## config.mk

```make
export PLATFORM = sky130hd
export DESIGN_NAME = brent_kung_cin
export DESIGN_NICKNAME = d
export VERILOG_FILES = /design/src/rtl/bk_pkg.sv /design/src/rtl/bk_gp_cell.sv /design/src/rtl/brent_kung_cin.sv
export SDC_FILE = /design/constraint.sdc
export NUM_CORES = 1
export LEC_CHECK = 0
export ABC_AREA = 1
export BUFFER_PORTS_ARGS = -buffer_cell sky130_fd_sc_hd__buf_4
export CAP_MARGIN = 20
export CORE_AREA = 10 10 47 49
export DETAILED_ROUTE_END_ITERATION = 7
export DIE_AREA = 0 0 57 59
export GPL_TIMING_DRIVEN = 0
export PLACE_DENSITY = 0.49
export SLEW_MARGIN = 15
export SYNTH_ARGS = -nofsm -noshare
export SYNTH_HDL_FRONTEND = slang
export SYNTH_HIERARCHICAL = 1
export SYNTH_SLANG_ARGS = --single-unit
```

## constraint.sdc

```tcl
create_clock -name clk -period 0.8 [get_ports clk]
set_clock_uncertainty 0.1 [all_clocks]
set_input_delay 0.16 -clock clk [delete_from_list [all_inputs] [get_ports clk]]
set_output_delay 0.16 -clock clk [all_outputs]
set_load 0.005 [all_outputs]
```

## src/rtl/bk_pkg.sv

```systemverilog
// rtl/bk_pkg.sv - shared types and helpers for the Brent-Kung carry-in adder
package bk_pkg;

    localparam int BK_MAX_WIDTH = 64;

    typedef struct packed {
        logic g;
        logic p;
    } bk_gp_t;

    function automatic int bk_clog2(input int value);
        int r;
        r = 0;
        while ((1 << r) < value) begin
            r++;
        end
        return r;
    endfunction

endpackage

```

## src/rtl/bk_gp_cell.sv

```systemverilog
// rtl/bk_gp_cell.sv - single Brent-Kung prefix operator (hi o lo)
module bk_gp_cell
    import bk_pkg::*;
(
    input  bk_gp_t hi,
    input  bk_gp_t lo,
    output bk_gp_t o
);

    assign o.g = hi.g | (hi.p & lo.g);
    assign o.p = hi.p & lo.p;

endmodule

```

## src/rtl/brent_kung_cin.sv

```systemverilog
// rtl/brent_kung_cin.sv - registered Brent-Kung adder with carry-in; BRENT_KUNG_IN_REG_EN adds an input register stage
module brent_kung_cin
    import bk_pkg::*;
#(
    parameter int WIDTH = 4
) (
    input  logic             clk,
    input  logic             rst_n,
    output logic [WIDTH:0]   out,
    input  logic [WIDTH-1:0] a,
    input  logic [WIDTH-1:0] b,
    input  logic             cin
);

    localparam int LEVELS = bk_clog2(WIDTH);
    localparam int STAGES = 2 * LEVELS;

    if ((WIDTH < 2) || (WIDTH > BK_MAX_WIDTH) || ((WIDTH & (WIDTH - 1)) != 0)) begin : g_bad_width
        $error("brent_kung_cin: WIDTH must be a power of two in 2..64");
    end

    logic [WIDTH-1:0] a_s;
    logic [WIDTH-1:0] b_s;
    logic             cin_s;

`ifdef BRENT_KUNG_IN_REG_EN
    always_ff @(posedge clk or negedge rst_n) begin
        if (!rst_n) begin
            a_s   <= '0;
            b_s   <= '0;
            cin_s <= 1'b0;
        end else begin
            a_s   <= a;
            b_s   <= b;
            cin_s <= cin;
        end
    end
`else
    assign a_s   = a;
    assign b_s   = b;
    assign cin_s = cin;
`endif

    logic   [WIDTH-1:0] p;
    bk_gp_t [WIDTH-1:0] leaf;

    assign p = a_s ^ b_s;

    // Carry-in is absorbed into bit 0, so every prefix G[i:0] is already the carry into bit i+1.
    for (genvar i = 0; i < WIDTH; i++) begin : g_leaf
        if (i == 0) begin : g_fold
            assign leaf[i].g = (a_s[i] & b_s[i]) | (p[i] & cin_s);
        end else begin : g_plain
            assign leaf[i].g = a_s[i] & b_s[i];
        end
        assign leaf[i].p = p[i];
    end

    // Stages 1..LEVELS are the up-sweep, the rest the down-sweep (span halving each stage).
    for (genvar s = 1; s < STAGES; s++) begin : g_stage
        localparam int D = 2 * LEVELS - s;
        localparam int DIST = (s <= LEVELS) ? (1 << (s - 1)) : (1 << (D - 1));

        bk_gp_t [WIDTH-1:0] prev;
        bk_gp_t [WIDTH-1:0] row;

        if (s == 1) begin : g_from_leaf
            assign prev = leaf;
        end else begin : g_from_stage
            assign prev = g_stage[s-1].row;
        end

        for (genvar i = 0; i < WIDTH; i++) begin : g_bit
            localparam bit COMB = (s <= LEVELS)
                ? (((i + 1) % (1 << s)) == 0)
                : ((i >= (1 << D)) && (((i + 1 - (1 << (D - 1))) % (1 << D)) == 0));

            if (COMB) begin : g_op
                bk_gp_cell u_cell (
                    .hi (prev[i]),
                    .lo (prev[i-DIST]),
                    .o  (row[i])
                );
            end else begin : g_pass
                assign row[i] = prev[i];
            end
        end
    end

    logic [WIDTH:0]   c;
    logic [WIDTH-1:0] unused_final_p;

    assign c[0] = cin_s;
    for (genvar i = 0; i < WIDTH; i++) begin : g_carry
        assign c[i+1]            = g_stage[STAGES-1].row[i].g;
        assign unused_final_p[i] = g_stage[STAGES-1].row[i].p;
    end

    always_ff @(posedge clk or negedge rst_n) begin
        if (!rst_n) begin
            out <= '0;
        end else begin
            out <= {c[WIDTH], p ^ c[WIDTH-1:0]};
        end
    end

endmodule

```

==> results.sh <==
export IMPL_final_nets=74
export IMPL_avgSynthCellArea_sq_um=7.67
export IMPL_cts_root_buf="clkbuf_4"
export IMPL_whs_ps=114
export IMPL_drive_gt1_share_pct=46.6
export IMPL_use_met1_pct=3.38
export IMPL_die_area_sq_um=3360
export IMPL_cp_max_fo=4
export IMPL_failed_checks="setup timing"
export IMPL_cts_max_level=1
export IMPL_tightest_slew_ps=138
export IMPL_io_buffers=15
export IMPL_die_y_um=59
export IMPL_layout_setup_ws_ps=-183
export IMPL_period_share_pct=123
export IMPL_worstPathArrival_ps=1010
export IMPL_top_usage_layer="met2"
export IMPL_drc_errors=0
export IMPL_drt_iter0_drc=5
export IMPL_place_ws_ps=-461
export IMPL_wire_per_inst_um=8.80
export IMPL_use_met3_pct=1.50
export IMPL_routed_via_count=280
export IMPL_cts_buffer_depth=2
export IMPL_start_util_pct=20.8
export IMPL_diodes=0
export IMPL_max_freq_mhz=1020
export IMPL_yosysWarnings=6
export IMPL_postRouteAntennaNets=0
export IMPL_die_w_um=57
export IMPL_crit_path_start_kind="input port"
export IMPL_syn_area_sq_um=292
export IMPL_pin_count=16
export IMPL_numClockSinks=5
export IMPL_hold_viol_final=0
export IMPL_crit_type="input port to flop"
export IMPL_numCtsBuffers=3
export IMPL_worst_ep_required_time_ps=830
export IMPL_critPathCaptureType="flop"
export IMPL_syn_nets=53
export IMPL_cap_violations=0
export IMPL_num_rows=14
export IMPL_place_congestion=0.711
export IMPL_setup_viol=8
export IMPL_first_pass_iters=3
export IMPL_overflow=0
export IMPL_area_delta_synth_final_pct=81.1
export IMPL_rsz0062_at_grt="yes"
export IMPL_coreArea_sq_um=1400
export IMPL_reg_top3="out x5"
export IMPL_critical_path_endpoint="out[3]"
export IMPL_antenna_found_initial=0
export IMPL_grt_max_degree=6
export IMPL_synthCells=38
export IMPL_dpl_hpwl_um=549
export IMPL_top_register="out"
export IMPL_largest_reg_flops=5
export IMPL_grt_use_total_pct=4.09
export IMPL_ir_worst_vdd_mv=0.405
export IMPL_outcome="finished with violations"
export IMPL_powerDensity_nw_per_um2=1620
export IMPL_maxSlewViolCount=0
export IMPL_cts_tree="yes"
export IMPL_grt_pass1_wl_mm=1.06
export IMPL_post_cts_buffers=0
export IMPL_startpoint="a[0]"
export IMPL_clk_pin_slew_ps=40
export IMPL_min_path_type="input port to flop"
export IMPL_met2_usage_pct=6.82
export IMPL_finalWirelength_um=651
export IMPL_p_leak_nw=0.298
export IMPL_grt_pass1_vias=279
export IMPL_via_per_inst=3.78
export IMPL_slew_limit_headroom_pct=90.8
export IMPL_period_needed_ps=983
[where the power goes]
group,switching [mW],leakage [nW],internal (mW)
sequential,0.0162,0.0596,0.291
combinational,0.109,0.224,0.159
clock,0.0942,0.0150,0.188
[routing by layer]
layer | vias to the layer above | share of wire [%]
met5 | - | 0
met4 | 0 | 0
met3 | 0 | 6.6
met2 | 8 | 59
met1 | 126 | 34
li1 | 146 | -
[through the flow]
| step | TNS, ps | std cells | power, mW | area, sq um | utilization, % |
|---|---|---|---|---|---|
| 2_1_floorplan | -770 | 38 | 0.396 | 297 | - |
| 3_3_place_gp | -1560 | 69 | 0.511 | 429 | 30.6 |
| 3_5_place_dp | -1600 | 69 | 0.519 | 429 | 30.6 |
| 4_1_cts | -1320 | 74 | 0.851 | 490 | 35.0 |
| 5_1_grt | -1510 | 74 | 0.938 | 528 | 37.7 |
| 6_report | -1210 | 74 | 0.857 | 528 | 37.7 |
[how the worst min path moves through the flow]
stage	startpoint	to	slack [ps]	cells after the start
2_1_floorplan	rst_n	out[0]	-240	0
3_3_place_gp	rst_n	out[0]	-140	1
3_5_place_dp	rst_n	out[1]	-140	1
4_1_cts	cin	out[0]	120	2
5_1_grt	cin	out[0]	100	2
6_report	cin	out[0]	110	2
[placed cells by master (no fill, tap or decap)]
cell	count
nand2_4	1
nand2_1	11
dfrtp_1	5
buf_4	7
clkbuf_4	3
ha_4	1
fa_2	1
inv_1	11
nand2_2	6
clkbuf_1	1
ha_1	2
buf_6	8
dlygate4sd3_1	1
[final cells by class]
class / count / area, sq um
clock buffer: 4 / 26.3
fill: 150 / 873
tap: 16 / 20.0
sequential: 5 / 125
multi-input combinational: 22 / 163
timing repair buffer: 16 / 153
inverter: 11 / 41.3
[critical path, cell delays in order]
cell,delay [ps]
buf_6,90
fa_2,400
nand2_2,90
nand2_4,60
nand2_2,60
nand2_2,50
nand2_1,50
nand2_1,50
[what timing repair did]
action	in CTS	in global routing
setup endpoints to repair	8	8
pin swaps	8	6
endpoints found under the hold margin	5	0
hold buffers	1	0
resized for setup	7	9
Note: power is estimated with default switching activity, not from simulation.
